`src/rtl/serial_adder.sv`:
```
// Bit-serial WIDTH-bit adder: one full adder plus a carry flop, operands shifted LSB-first.
// Optional feature: define SERIAL_ADDER_OVF_EN to add the registered signed-overflow output ovf.

module full_adder (
  input  logic a,
  input  logic b,
  input  logic ci,
  output logic s,
  output logic co
);
  assign s  = a ^ b ^ ci;
  assign co = (a & b) | (ci & (a ^ b));
endmodule

module serial_adder #(
  parameter int WIDTH = 8
) (
  input  logic             clk,
  input  logic             rst_n,
  input  logic             start,
  input  logic [WIDTH-1:0] a,
  input  logic [WIDTH-1:0] b,
  input  logic             cin,
  output logic             busy,
  output logic             done,
  output logic [WIDTH-1:0] sum,
  output logic             cout
`ifdef SERIAL_ADDER_OVF_EN
  ,
  output logic             ovf
`endif
);

  localparam int CW = $clog2(WIDTH);
  localparam logic [CW-1:0] LAST = CW'(WIDTH - 1);

  typedef enum logic [1:0] {IDLE, SHIFT, DONE} state_t;

  state_t           state, state_nx;
  logic [WIDTH-1:0] a_sr, b_sr, sum_sr;
  logic             carry;
  logic [CW-1:0]    cnt;
  logic             load, last;
  logic             fa_s, fa_co;

  full_adder u_fa (
    .a  (a_sr[0]),
    .b  (b_sr[0]),
    .ci (carry),
    .s  (fa_s),
    .co (fa_co)
  );

  assign last = (state == SHIFT) && (cnt == LAST);

  always_comb begin
    state_nx = state;
    load     = 1'b0;
    case (state)
      IDLE: begin
        if (start) begin
          load     = 1'b1;
          state_nx = SHIFT;
        end
      end
      SHIFT: begin
        if (last) state_nx = DONE;
      end
      DONE: begin
        if (start) begin
          load     = 1'b1;
          state_nx = SHIFT;
        end else begin
          state_nx = IDLE;
        end
      end
      default: state_nx = IDLE;
    endcase
  end

  always_ff @(posedge clk) begin
    if (!rst_n) begin
      state  <= IDLE;
      busy   <= 1'b0;
      done   <= 1'b0;
      sum    <= '0;
      cout   <= 1'b0;
      cnt    <= '0;
      a_sr   <= '0;
      b_sr   <= '0;
      sum_sr <= '0;
      carry  <= 1'b0;
`ifdef SERIAL_ADDER_OVF_EN
      ovf    <= 1'b0;
`endif
    end else begin
      state <= state_nx;
      busy  <= (state_nx == SHIFT);
      done  <= (state_nx == DONE);
      if (load) begin
        a_sr  <= a;
        b_sr  <= b;
        carry <= cin;
        cnt   <= '0;
      end else if (state == SHIFT) begin
        a_sr   <= a_sr >> 1;
        b_sr   <= b_sr >> 1;
        carry  <= fa_co;
        sum_sr <= {fa_s, sum_sr[WIDTH-1:1]};
        // Hold the counter on the final bit so it never wraps within an operation.
        if (!last) cnt <= cnt + 1'b1;
      end
      // Result registers only move on SHIFT->DONE; the final bit bypasses sum_sr.
      if (last) begin
        sum  <= {fa_s, sum_sr[WIDTH-1:1]};
        cout <= fa_co;
`ifdef SERIAL_ADDER_OVF_EN
        ovf  <= carry ^ fa_co;
`endif
      end
    end
  end

endmodule

```
`config.mk`:
```
export PLATFORM = sky130hd
export DESIGN_NAME = serial_adder
export DESIGN_NICKNAME = d
export VERILOG_FILES = /design/src/rtl/serial_adder.sv
export SDC_FILE = /design/constraint.sdc
export NUM_CORES = 1
export LEC_CHECK = 0
export CORE_MARGIN = 2
export CORE_UTILIZATION = 40
export DETAILED_ROUTE_END_ITERATION = 16
export HOLD_SLACK_MARGIN = 0.08
export PLACE_DENSITY = 0.61
export SYNTH_ARGS = -nofsm -noshare
export SYNTH_HDL_FRONTEND = slang
export SYNTH_SLANG_ARGS = --single-unit
```
`constraint.sdc`:
```
create_clock -name clk -period 1.8 [get_ports clk]
set_clock_uncertainty 0.05 [all_clocks]
set_input_delay 0.27 -clock clk [delete_from_list [all_inputs] [get_ports clk]]
set_output_delay 0.27 -clock clk [all_outputs]
set_load 0.01 [all_outputs]
```
==> run summary, run 1 <==
highest metal used -> met4
Synthesis Warnings -> 0
Reg-to-Reg Start -> cnt[0]
CP Data Required Time -> 1930 ps
Hold Crit Start -> sum[5]
clk slew on worst S/H paths -> 70 ps
CP delay by family, top -> adder cells
fin nets -> 229
fin. max-slew vios -> 0
sequential share of the synthesized area -> 49.38%
Global Route Usage Sum -> 16.08%
number of port buffers -> 30
Crit Path Category -> flip-flop to flip-flop
Avg Cell Area, Syn -> 9.161 sq um
GRT overflow -> 0
layout cells sized above 1 -> 6.763%
Max Fanout on Critical Path -> 5
WL met2 -> 1523 um
Hold-fix buffers, CTS -> 0
most common cell after layout, fill and taps aside -> dfxtp_1
worst-margin pin slew -> 364.7 ps
Num CTS Buffers -> 5
R2R setup slack -> 280 ps
detailed-route via count -> 1,334
H-tree Lvls -> 2
DP Worst Slack -> 274.0 ps
final core occ -> 51.98%
clk_lat worst skew -> 290 ps
CP max stage delay -> 360 ps
relative slew slack -> 75.58%
placer congestion estimate -> 0.7474
MaxCap Viol Count -> 0
outcome -> finished clean
Setup TNS -> 0 ps
CP Launch Type -> flip-flop
Hold Path Stages -> 2
drt pass-1 iters -> 4
largest net degree at the start of global routing -> 50
most used cell, CP -> ha_1
Worst Hold Class -> flip-flop to flip-flop
Design Power -> 1.739 mW
WL per Instance -> 12.48 um
PwrDens -> 848.5 nW/um^2
wl on met1 -> 1474 um
Hold Path End -> sum[5]
global-route wire length before repair -> 5457 um
FILL cells -> 368
Worst VDD drop -> 0.5746 mV
syn nets -> 200
critical-path cell list -> ha_1, ha_1, nor3b_2, xnor2_1, nor2_1
met3 wire length -> 140 um
vias in the first global route -> 1,294
Slowest cell on crit path -> nor3b_2
Antenna Cells -> 0
Post-Syn Instances -> 177
unrepaired setup endpoints after global routing -> no
R2R Path End -> cnt[0]
post-cts resize count -> 0
Initial Util -> 41.13%
Detailed Place HPWL -> 2231 um
clock sink count -> 40
Max Clock Freq -> 659.4 MHz
Setup Buffers After CTS -> 0
initial antenna violation count -> 0
most frequent cells in the layout -> dfxtp_1 (40), nand3_1 (37), clkdlybuf4s50_1 (30), nand2_1 (26), a22oi_1 (15)
die height -> 67.67 um
fin worst setup slack -> 283.5 ps
IO Count -> 31
synth unique cells -> 25
min cycle time layout -> 1516 ps
final wirelength -> 3208 um
Register Area -> 800.8 sq um
Longest Clk Path Bufs -> 2
Post-Syn Area -> 1622 sq um
Post-route DRC -> 0
Core Area -> 3943 sq um
area of the multi-input gates -> 730.7 sq um
Arrival @ worst endpoint -> 1650 ps
DIE AREA -> 4579 sq um
period utilisation layout -> 84.25%
LEAKAGE -> 0.7771 nW
Root Buffer -> clkbuf_8
Post-DRT Antenna Nets -> 0
R2R depth -> 5
CTS tree -> done
vias per inst -> 5.191
Seq cells post-synth -> 40
die width -> 67.67 um
1st-iter DRT viols -> 94
Final Hold Vio Count -> 0
Crit path buffers/inverters -> 0
std cell rows -> 23
Setup violations, final -> 0
Worst Setup End Kind -> flip-flop
Layout area overhead -> 26.39%
==> final cells by class <==
cell class / count / share of cell area (%)
clock buffers: 8 / 4.396
flip-flops and latches: 40 / 39.07
well taps: 50 / 3.052
repair buffers: 37 / 17.83
multi-input cells: 122 / 35.65
==> routing by layer <==
layer,vias up,track usage (%)
met5,-,0
met4,0,9.184
met3,8,4.000
met2,28,27.08
met1,622,18.43
li1,676,-
==> flip-flops by register name, summed over array words and instances, names as in the netlist <==
signal and cells:
busy 1, sum 8, a_sr 8, sum_sr 7, b_sr 8, cout 1, cnt 3, state 2
done 1, carry 1
==> cell families after synthesis <==
| family | count (synthesis) | share of synthesized area, % |
|---|---|---|
| AO/OA/AOI/OAI | 45 | 19.91 |
| XOR/XNOR | 1 | 0.5402 |
| adder cells (fa/ha/maj) | 3 | 2.778 |
| buffers and inverters | 15 | 5.556 |
| flip-flops | 40 | 49.38 |
| AND/OR/NAND/NOR | 73 | 21.84 |
==> worst max path at each step <==
stage               to  slack (ps)    from  cells after the start
2_1_floorplan     done         440  cnt[0]                      5
3_3_place_gp   b_sr[0]         350   start                      5
3_5_place_dp    cnt[0]         270  cnt[0]                      5
4_1_cts         cnt[0]         250  cnt[0]                      5
5_1_grt         cnt[0]         160  cnt[0]                      5
6_report        cnt[0]         280  cnt[0]                      5
==> power by group <==
part	switching, mW	total (mW)	internal, mW
Sequential	0.0211	0.941	0.919
Clock	0.287	0.599	0.312
Combinational	0.0974	0.200	0.102
==> cells in the mapped netlist (all sizes together) <==
master	n	area [sq um]
a21oi	2	10.01
and2	2	12.51
fa	1	20.02
a21boi	22	165.2
buf	13	82.58
and2b	1	7.510
clkbuf	2	7.510
a22oi	15	112.6
nor2	1	3.750
nor3b	1	12.51
nand3	37	185.2
dfxtp	40	800.8
o21a	2	15.01
nand2b	2	12.51
xnor2	1	8.760
ha	2	25.02
nor2b	1	6.260
nand3b	1	7.510
and3b	1	8.760
o21ai	4	20.02
nand2	26	97.59
==> worst register-to-register path, delay by kind of cell, from the launching register on <==
family	cells	cell delay, ps
flops	1	330
xor+xnor	1	180
fa+ha+maj	2	440
simple gates	2	410
==> stage by stage <==
stage	hold slack [ps]	std cells	area, sq um
detailed placement	393.0	249	1959
CTS	403.2	257	2049
global route	429.0	257	2049
finish	400.7	257	2049
floorplan	358.7	177	1622
global placement	387.5	249	1959
Power figures use the tool's default switching activity.
==> run 2: changes to the inputs <==
Clock period 1.8 ns to 1.51 ns, I/O delays scaled along.
==> run summary, run 2 (same netlist as run 1, synthesis figures left out) <==
biggest regs -> a_sr: 8 flops, b_sr: 8 flops, sum: 8 flops
Root Buffer -> clkbuf_8
Layout area overhead -> 28.63%
vias in the first global route -> 1,256 (-2.9%)
Hold-fix buffers, CTS -> 0 (unchanged)
Global Route Usage Sum -> 15.76% (-0.32 points)
GRT overflow -> 0 (unchanged)
1st-iter DRT viols -> 74 (-21%)
Initial Util -> 41.13% (unchanged)
Crit Path Category -> flip-flop to output port
CP Data Required Time -> 1230 ps (-700 ps)
Worst VDD drop -> 0.5009 mV (-13%)
Post-route DRC -> 0 (unchanged)
placer congestion estimate -> 0.7073 (-5.4%)
Reg-to-Reg Start -> cnt[0]
H-tree Lvls -> 2 (unchanged)
placed cell areas -> 1969 sq um (+0.51%)
outcome -> finished clean
most common cell after layout, fill and taps aside -> dfxtp_1
area of the multi-input gates -> 742.0 sq um (+1.5%)
Crit path buffers/inverters -> 1 (+1)
unrepaired setup endpoints after global routing -> no
Antenna Cells -> 0 (unchanged)
R2R Path End -> cnt[0]
number of port buffers -> 30 (unchanged)
DP Worst Slack -> -0.4140 ps (-274.4 ps)
final wirelength -> 3204 um (-0.12%)
Hold Path End -> sum[4]
PwrDens -> 997.8 nW/um^2 (+18%)
CP delay by family, top -> buffers and inverters
WL per Instance -> 12.47 um (-0.12%)
Finished Layout Cells -> 257 (unchanged)
worst-margin pin slew -> 403.0 ps (+38.29 ps)
Hold Crit Start -> sum[4]
relative slew slack -> 73.13% (-2.4 points)
R2R depth -> 5 (unchanged)
CTS tree -> done
vias per inst -> 5.214 (+0.45%)
Design Power -> 2.081 mW (+20%)
initial antenna violation count -> 0 (unchanged)
LEAKAGE -> 0.7824 nW (+0.69%)
global-route wire length before repair -> 5395 um (-1.1%)
min cycle time layout -> 1431 ps
Worst Hold Class -> flip-flop to flip-flop
std cell rows -> 23 (unchanged)
fin nets -> 229 (unchanged)
DP Cell Count -> 247 (-0.80%)
hold_ws -> 397.8 ps (-2.859 ps)
clock sink count -> 40 (unchanged)
Setup violations, final -> 0 (unchanged)
clk_lat worst skew -> 280 ps (about the same)
die height -> 67.67 um (unchanged)
Detailed Place HPWL -> 2116 um (-5.1%)
Post-DRT Antenna Nets -> 0 (unchanged)
drt pass-1 iters -> 4 (unchanged)
final core occ -> 52.90% (+0.92 points)
period utilisation layout -> 94.76%
CP max stage delay -> 540 ps (+180 ps)
fin worst setup slack -> 79.09 ps (-204.4 ps)
most frequent cells in the layout -> dfxtp_1 (40), nand3_1 (37), clkdlybuf4s50_1 (30), nand2_1 (26), a22oi_1 (15)
R2R setup slack -> 80 ps (-200 ps)
clk slew on worst S/H paths -> 70 ps (about the same)
detailed-route via count -> 1,340 (+0.45%)
Design Area, Final -> 2086 sq um (+1.8%)
Slowest cell on crit path -> clkdlybuf4s50_1
layout cells sized above 1 -> 8.213% (+1.4 points)
Final Hold Vio Count -> 0 (unchanged)
FILL cells -> 347 (-5.7%)
Setup TNS -> 0 ps (unchanged)
Max Fanout on Critical Path -> 2 (-3)
critical-path cell list -> clkdlybuf4s50_1
Hold Path Stages -> 2 (unchanged)
Longest Clk Path Bufs -> 2 (unchanged)
Arrival @ worst endpoint -> 1150 ps (-500 ps)
die width -> 67.67 um (unchanged)
MaxCap Viol Count -> 0 (unchanged)
Max Clock Freq -> 698.9 MHz
largest net degree at the start of global routing -> 50 (unchanged)
IO Count -> 31 (unchanged)
Num CTS Buffers -> 5 (unchanged)
DIE AREA -> 4579 sq um (unchanged)
Register Area -> 800.8 sq um (unchanged)
Worst Setup End Kind -> output port
CP Launch Type -> flip-flop
Core Area -> 3943 sq um (unchanged)
fin. max-slew vios -> 0 (unchanged)
==> run 2: final cells by class <==
type,instances,share of cell area (%)
tap,50,2.999
multi-input combinational,122,35.57
sequential,40,38.39
timing repair buffer,37,18.72
clock buffer,8,4.319
==> run 2: report_power, final <==
part	leakage, nW	internal (mW)	total [mW]	switching, mW
Sequential	0.326	1.10	1.12	0.0225
Combinational	0.411	0.132	0.253	0.121
Clock	0.0455	0.372	0.710	0.338
==> run 2: worst max-delay path by stage <==
stage | end | cells after the start | start
2_1_floorplan | done | 5 | cnt[0]
3_3_place_gp | b_sr[0] | 3 | state[1]
3_5_place_dp | b_sr[0] | 3 | state[1]
4_1_cts | b_sr[0] | 3 | state[1]
5_1_grt | cnt[2] | 5 | cnt[0]
6_report | sum[1] | 1 | sum[1]
==> run 2: layer usage <==
metal,track usage [%],share of wire (%)
met2,28.31,49
met4,6.888,1.2
met1,17.37,45
met3,4.000,4.8
met5,0,0
==> run 2: timing repair <==
| item | in CTS | in global routing |
|---|---|---|
| endpoints found under the setup margin | 0 | 36 |
| hold endpoints to repair | 0 | 0 |
| setup buffers | 0 | 2 |
| gates resized for setup | 0 | 4 |
==> run 2: worst min-delay path, cell delays in order, from the launching register on <==
cell,delay (ps)
dfxtp_1,310
nand3_1,60
nand2_1,40
==> run 3: changes to the inputs <==
Clock period 1.51 ns to 1.5 ns, I/O delays scaled along.
==> run summary, run 3 (same netlist as run 1, synthesis figures left out) <==
fin nets -> 228 (-0.44%)
switching share of power -> 20.07% (-3.0 points)
WL per Instance -> 12.50 um (+0.23%)
Num CTS Buffers -> 5 (unchanged)
Worst VDD drop -> 0.6919 mV (+38%)
Root Buffer -> clkbuf_8
clk_lat worst skew -> 290 ps (about the same)
CTS tree -> done
relative slew slack -> 73.71% (+0.57 points)
IO Count -> 31 (unchanged)
Setup violations, final -> 0 (unchanged)
CP max stage delay -> 540 ps (about the same)
clock sink count -> 40 (unchanged)
min cycle time layout -> 1448 ps
DIE AREA -> 4579 sq um (unchanged)
unrepaired setup endpoints after global routing -> no
number of port buffers -> 30 (unchanged)
placer congestion estimate -> 0.7070 (about the same)
CP Launch Type -> flip-flop
Global Route Usage Sum -> 16.03% (+0.27 points)
PwrDens -> 1203 nW/um^2 (+21%)
Design Power -> 2.584 mW (+24%)
placed cell areas -> 1969 sq um (unchanged)
Antenna Cells -> 0 (unchanged)
Worst Setup End Kind -> output port
final core occ -> 54.46% (+1.6 points)
period utilisation layout -> 96.51%
Final Hold Vio Count -> 0 (unchanged)
clk slew on worst S/H paths -> 80 ps (about the same)
Post-route DRC -> 0 (unchanged)
Max Clock Freq -> 690.8 MHz
std cell rows -> 23 (unchanged)
drt pass-1 iters -> 4 (unchanged)
hold_ws -> 397.2 ps (-0.5490 ps)
H-tree Lvls -> 2 (unchanged)
1st-iter DRT viols -> 90 (+22%)
Clock power frac -> 46.7% (+13 points)
Post-DRT Antenna Nets -> 0 (unchanged)
Reg-to-Reg Start -> cnt[0]
biggest regs -> a_sr: 8 flops, b_sr: 8 flops, sum: 8 flops
Cell Int Power -> 2.065 mW (+29%)
FILL cells -> 337 (-2.9%)
GRT overflow -> 0 (unchanged)
fin. max-slew vios -> 0 (unchanged)
Finished Layout Cells -> 256 (-0.39%)
detailed-route via count -> 1,306 (-2.5%)
Slowest cell on crit path -> clkdlybuf4s50_1
P_sw -> 0.5186 mW (+7.9%)
R2R Path End -> cnt[0]
Hold Path Stages -> 2 (unchanged)
Arrival @ worst endpoint -> 1170 ps (+20 ps)
LEAKAGE -> 0.8102 nW (+3.5%)
DP Cell Count -> 247 (unchanged)
initial antenna violation count -> 0 (unchanged)
Detailed Place HPWL -> 2165 um (+2.3%)
most common cell after layout, fill and taps aside -> dfxtp_1
CP delay by family, top -> buffers and inverters
outcome -> finished clean
die height -> 67.67 um (unchanged)
Core Area -> 3943 sq um (unchanged)
area of the multi-input gates -> 742.0 sq um (unchanged)
CP Data Required Time -> 1220 ps (about the same)
Hold Crit Start -> sum[2]
R2R setup slack -> 110 ps (+30 ps)
largest net degree at the start of global routing -> 50 (unchanged)
Reg power frac -> 43.6% (-10 points)
layout cells sized above 1 -> 8.738% (+0.53 points)
Crit Path Category -> flip-flop to output port
vias per inst -> 5.102 (-2.2%)
worst-margin pin slew -> 394.4 ps (-8.624 ps)
R2R depth -> 5 (unchanged)
Hold-fix buffers, CTS -> 0 (unchanged)
Initial Util -> 41.13% (unchanged)
vias in the first global route -> 1,241 (-1.2%)
Register Area -> 800.8 sq um (unchanged)
Crit path buffers/inverters -> 1 (unchanged)
die width -> 67.67 um (unchanged)
MaxCap Viol Count -> 0 (unchanged)
fin worst setup slack -> 52.32 ps (-26.77 ps)
Setup TNS -> 0 ps (unchanged)
most frequent cells in the layout -> dfxtp_1 (40), nand3_1 (37), clkdlybuf4s50_1 (30), nand2_1 (26), a22oi_1 (15)
Longest Clk Path Bufs -> 2 (unchanged)
combinational fraction of design power -> 9.7% (-2.4 points)
Layout area overhead -> 32.41%
DP Worst Slack -> -8.382 ps (-7.968 ps)
Hold Path End -> sum[2]
final wirelength -> 3199 um (-0.16%)
Worst Hold Class -> flip-flop to flip-flop
Design Area, Final -> 2147 sq um (+2.9%)
global-route wire length before repair -> 5464 um (+1.3%)
critical-path cell list -> clkdlybuf4s50_1
Max Fanout on Critical Path -> 2 (unchanged)
[run 3: changes by cell type in the layout (fill, tap and decap cells not counted), sizes merged]
cell    previous run  this run
clkbuf             8         5
bufinv             0         3
buf                7         6
[run 3: worst min-delay path, stage by stage, from the launching register on]
cell and delay [ps]:
dfxtp_1 310, nand3_1 60, nand2_1 40
[run 3: worst max-delay path by stage]
stage	startpoint	to	slack [ps]	depth (start not counted)
2_1_floorplan	cnt[0]	done	140	5
3_3_place_gp	state[1]	b_sr[0]	60	3
3_5_place_dp	state[1]	a_sr[0]	-8	3
4_1_cts	cnt[0]	sum[7]	20	5
5_1_grt	sum[1]	sum[1]	10	1
6_report	sum[1]	sum[1]	50	1
[run 3: cell type report]
class                           count  share of cell area [%]
Sequential cell                    40                   37.30
Clock inverter                      3                   4.196
Tap cell                           50                   2.914
Multi-Input combinational cell    122                   34.56
Timing Repair Buffer               36                   17.83
Clock buffer                        5                   3.205
[run 3: repair_timing]
| action | CTS | global route |
|---|---|---|
| hold endpoints to repair | 0 | 0 |
| endpoints found under the setup margin | 6 | 14 |
| setup buffers | 0 | 1 |
| resized for setup | 1 | 3 |
| pin swaps | 0 | 2 |
[run 3: layer usage]
metal / track usage, % / vias up / share of wire (%)
met5: 0 / - / 0
met4: 8.673 / 0 / 1.3
met3: 4.000 / 5 / 4.9
met2: 27.57 / 28 / 49
met1: 18.05 / 597 / 44
li1: - / 676 / -
[run 3: power by group through the flow]
stage | clock network [mW] | registers [mW] | logic, mW
floorplan | 0 | 1.15 | 0.152
global placement | 0 | 1.15 | 0.243
detailed placement | 0 | 1.15 | 0.251
CTS | 1.23 | 1.13 | 0.252
global route | 1.28 | 1.13 | 0.276
finish | 1.21 | 1.13 | 0.251
